`src/rtl/uart_tx_fifo.sv`:
```
`default_nettype none
// ============================================================================
// uart_tx_fifo : circular byte queue feeding a UART transmitter, one-cycle
//                launch pulse, busy-flag handshake with a bounded wait.
// Revision     : 1.0
// ============================================================================
module uart_tx_fifo #(
    parameter int DATA_W       = 8,
    parameter int DEPTH        = 4,
    parameter int BUSY_TIMEOUT = 4
) (
    input  logic                     clk,
    input  logic                     reset,
    input  logic [DATA_W-1:0]        byte_in,
    input  logic                     wr_en,
    output logic                     full,
    output logic                     empty,
    output logic [$clog2(DEPTH):0]   count,
    output logic                     overflow,
    output logic [DATA_W-1:0]        byte_out,
    output logic                     tx_enable,
    input  logic                     tx_busy
);

    localparam int AW = $clog2(DEPTH);
    localparam int CW = AW + 1;
    localparam int TW = (BUSY_TIMEOUT > 1) ? $clog2(BUSY_TIMEOUT) : 1;

    localparam logic [1:0] S_IDLE      = 2'd0;
    localparam logic [1:0] S_LAUNCH    = 2'd1;
    localparam logic [1:0] S_WAIT_BUSY = 2'd2;
    localparam logic [1:0] S_WAIT_DONE = 2'd3;

    logic [DATA_W-1:0] mem_q [DEPTH];
    logic [AW-1:0]     wr_ptr_q, rd_ptr_q;
    logic [CW-1:0]     count_q, count_d;
    logic              full_q, empty_q, overflow_q;
    logic [DATA_W-1:0] byte_out_q;
    logic              tx_enable_q, tx_enable_d;
    logic [1:0]        state_q, state_d;
    logic [TW-1:0]     tmo_q, tmo_d;
    logic              w_wr, w_pop;

    // Fullness and emptiness are judged on the registered flags, before this cycle's moves.
    assign w_wr  = wr_en && !full_q;
    assign w_pop = (state_q == S_IDLE) && !empty_q && !tx_busy;

    always_ff @(posedge clk or posedge reset) begin
        if (reset) begin
            state_q <= S_IDLE;
            tmo_q   <= '0;
        end else begin
            state_q <= state_d;
            tmo_q   <= tmo_d;
        end
    end

    always_comb begin
        state_d = state_q;
        tmo_d   = tmo_q;
        case (state_q)
            S_IDLE: begin
                if (w_pop) state_d = S_LAUNCH;
            end
            S_LAUNCH: begin
                tmo_d   = '0;
                state_d = S_WAIT_BUSY;
            end
            S_WAIT_BUSY: begin
                if (tx_busy) begin
                    state_d = S_WAIT_DONE;
                end else if (tmo_q == TW'(BUSY_TIMEOUT - 1)) begin
                    state_d = S_IDLE;
                end else begin
                    tmo_d = tmo_q + TW'(1);
                end
            end
            S_WAIT_DONE: begin
                if (!tx_busy) state_d = S_IDLE;
            end
            default: state_d = S_IDLE;
        endcase
    end

    always_comb begin
        tx_enable_d = (state_d == S_LAUNCH);
    end

    always_comb begin
        count_d = count_q;
        case ({w_wr, w_pop})
            2'b10:   count_d = count_q + CW'(1);
            2'b01:   count_d = count_q - CW'(1);
            default: count_d = count_q;
        endcase
    end

    always_ff @(posedge clk or posedge reset) begin
        if (reset) begin
            wr_ptr_q    <= '0;
            rd_ptr_q    <= '0;
            count_q     <= '0;
            full_q      <= 1'b0;
            empty_q     <= 1'b1;
            overflow_q  <= 1'b0;
            byte_out_q  <= '0;
            tx_enable_q <= 1'b0;
        end else begin
            count_q     <= count_d;
            full_q      <= (count_d == CW'(DEPTH));
            empty_q     <= (count_d == '0);
            tx_enable_q <= tx_enable_d;
            if (w_wr) wr_ptr_q <= wr_ptr_q + AW'(1);
            if (wr_en && full_q) overflow_q <= 1'b1;
            if (w_pop) begin
                byte_out_q <= mem_q[rd_ptr_q];
                rd_ptr_q   <= rd_ptr_q + AW'(1);
            end
        end
    end

    always_ff @(posedge clk) begin
        if (w_wr) mem_q[wr_ptr_q] <= byte_in;
    end

    assign full      = full_q;
    assign empty     = empty_q;
    assign count     = count_q;
    assign overflow  = overflow_q;
    assign byte_out  = byte_out_q;
    assign tx_enable = tx_enable_q;

endmodule
`default_nettype wire

```
`config.mk`:
```
export PLATFORM = sky130hd
export DESIGN_NAME = uart_tx_fifo
export DESIGN_NICKNAME = d
export VERILOG_FILES = /design/src/rtl/uart_tx_fifo.sv
export SDC_FILE = /design/constraint.sdc
export NUM_CORES = 1
export LEC_CHECK = 0
export ABC_AREA = 1
export CORE_MARGIN = 2
export CORE_UTILIZATION = 48
export CTS_BUF_LIST = sky130_fd_sc_hd__clkbuf_4 sky130_fd_sc_hd__clkbuf_8
export DETAILED_ROUTE_END_ITERATION = 7
export PLACE_DENSITY_LB_ADDON = 0.05
export SETUP_SLACK_MARGIN = 0.5
export SYNTH_ARGS = -nofsm -noshare
export SYNTH_HDL_FRONTEND = slang
export SYNTH_SLANG_ARGS = --single-unit
```
`constraint.sdc`:
```
create_clock -name clk -period 3.1 [get_ports clk]
set_clock_uncertainty 0.15 [all_clocks]
set_input_delay 0.31 -clock clk [delete_from_list [all_inputs] [get_ports clk]]
set_output_delay 0.31 -clock clk [all_outputs]
set_load 0.005 [all_outputs]
```
==> impl_results.md <==
- Met3 Resource Use GR: 4.938%
- Routed WL per cell: 14.31 um
- VDD IR-drop max: 0.0004652 V
- Outcome: complete, no violations
- Vias in the first global route: 1395
- Critical Path Start Type: input pin
- Synth Area in Simple Gates: 16.70%
- Initial core utilization: 49.17%
- Initial antenna violation count: 0
- Hold Crit Class: reg -> reg
- Gr usage total: 17.77%
- Synth Register Bits: 55
- Number of synthesized flops with an enable pin: 32
- Synth Area in Compound Gates: 5.315%
- Worst Path Max Fanout: 10
- Commonest non-fill, non-tap cell in the layout: nand2_1
- Setup TNS: 0 ns
- Post-synthesis net count: 233
- Final setup viols: 0
- Worst hold slack: 0.3108 ns
- DRT iter0 DRCs: 123
- Mean Syn Cell Area: 10.78 um^2
- Clock sink total: 55
- Met1 GRT Util: 25.71%
- Vias post-DR: 1505
- Slew Viols, Final: 0
- Post-detail-place hpwl: 2.877 mm
- RSZ-0062 raised after global routing: no
- Total global routing overflow: 0
- Warnings, synthesis: 0
- DRC: 0
- Post-cts sizing count: 0
- Clk_lat worst skew: 0.31 ns
- Area Growth Syn to Fin: 16.81%
- PD cells: 893.0 nW/um^2
- Leak: 1.186 nW
- Dpl cells: 293
- CTS max path bufs: 2
- Vias per Instance: 5.000
- Cell Area, Synth: 2307 um^2
- Final ANT Viol Nets: 0
- Crit Path Class: in -> reg
- Ports: 27
- Final Hold Vio Count: 0
- PortBufs: 26
- Sequential-to-total area share from yosys stat: 66.65%
- Drt pass-1 iters: 4
- Max frequency: 434.2 MHz
- Die X-Extent: 73.33 um
- Site row count: 25
- ANT cells: 0
- First-pass GRT wire length: 6.969 mm
- Commonest non-fill, non-tap cells in the layout: nand2_1 (75), edfxtp_1 (32), clkdlybuf4s50_1 (26)
- Post-CTS setup buffer count: 0
- Final nets: 265
- Tot Pwr: 0.002407 W
- Final Non-Filler Cells: 301
- Minimum clock period: 2.303 ns
- # H-tree levels: 2
- Post-Synth XOR/XNOR Area: 0.3796%
- Core area: 4692 um^2
- Root Buffer: clkbuf_8
- Req. time, crit path: 3.18 ns
- Grt met2 use: 25.93%
- Synth Area in Adders: 4.121%
- Die height: 73.33 um
- CP Capture Type: flop
- Fraction of layout cells with a size suffix above 1: 6.883%
- Main synth FF type: edfxtp_1
- CTS clk-pin slew, worst paths: 0.09 ns
- Mapped Cells: 214
- # hold bufs at CTS: 0
- Least-Margin Pin Slew: 0.9064 ns
- Netlist cell types: 22
- Mux contribution to synthesized area: 0%
- Placer's final routability congestion estimate: 0.7677
- Rel. slew slack: 39.50%
- CP arrival: 2.38 ns
- Most crowded layer after global routing: met2
- CTS tree: done
- Ys async rst share: 41.82%
- Max cap viols: 0
- Total Die Area: 5377 um^2
- Drt total wl: 4.306 mm
- Largest family of logic cells by synthesized area: simple AND/OR/NAND/NOR gates
- Fin crit share: 74.29%
- Cts bufs inserted: 5
- Largest net degree at the start of global routing: 24
-- Yosys cell counts (2+ instances only) --
library cell | count | area [um^2]
o21ai_1 | 8 | 40.04
dfrtp_1 | 22 | 550.5
nor2_1 | 19 | 71.32
buf_6 | 3 | 33.78
nand2_1 | 75 | 281.5
edfxtp_1 | 32 | 960.9
o21ai_0 | 13 | 65.06
a21oi_1 | 2 | 10.01
ha_1 | 6 | 75.07
nand3_1 | 4 | 20.02
inv_1 | 19 | 71.32
-- power by group --
part	switching, W	internal (W)	total (W)
registers	0.000164	0.00100	0.00117
clock network	0.000240	0.000164	0.000404
logic	0.000468	0.000369	0.000837
-- worst max-delay path: stages --
cell,delay [ns]
clkdlybuf4s50_1,0.42
nor2_1,0.11
nand3_1,0.11
inv_2,0.19
ha_1,0.20
inv_1,0.07
fa_1,0.52
nand2_1,0.06
o21ai_0,0.10
nand3_1,0.13
a21oi_1,0.15
-- final timing paths --
check / startpoint / endpoint / slack (ns) / cells after the start
max reg2reg: state_q[1]$_DFF_PP0_ / full$_DFF_PP0_ / 0.83 / 10
min reg2reg: overflow$_DFFE_PP0P_ / overflow$_DFFE_PP0P_ / 0.31 / 1
max: tx_busy / full$_DFF_PP0_ / 0.80 / 11
min: overflow$_DFFE_PP0P_ / overflow$_DFFE_PP0P_ / 0.31 / 1
max in group asynchronous: reset / byte_out[1]$_DFFE_PP0P_ / 1.90 / 2
min in group asynchronous: reset / byte_out[5]$_DFFE_PP0P_ / 0.34 / 2
-- cells by family after synthesis --
| kind of cell | count (synthesis) |
|---|---|
| compound gates | 24 |
| xor+xnor | 1 |
| fa+ha+maj | 7 |
| buf+inv | 27 |
| flops | 55 |
| simple gates | 100 |
-- registers in the layout, indices dropped and copies added (netlist names) --
name	count
byte_out	8
count	3
empty	1
full	1
mem_q	32
overflow	1
rd_ptr_q	2
state_q	2
tmo_q	2
tx_enable	1
wr_ptr_q	2
-- final cells by class --
type	instances	area [um^2]
well taps	54	67.56
fillers	409	1997
inverters	22	95.09
clock buffers	5	68.82
clock inverters	3	23.77
flip-flops and latches	55	1538
repair buffers	30	290.3
multi-input cells	132	611.8
-- stage by stage --
step / util [%] / cell area (um^2) / setup slack, ns
after global placement: 55.47 / 2603 / 0.6320
after detailed placement: 55.47 / 2603 / 0.5022
final: 57.44 / 2695 / 0.7970
after global routing: 57.44 / 2695 / 0.5804
after floorplan: - / 2307 / 1.063
after CTS: 57.44 / 2695 / 0.7980
-- per-layer routing --
metal / part of all wire (%) / vias up
li1: - / 751
met1: 47 / 711
met2: 47 / 33
met3: 3.4 / 10
met4: 2.1 / 0
met5: 0 / -
Note: power is estimated with default switching activity, not from simulation.
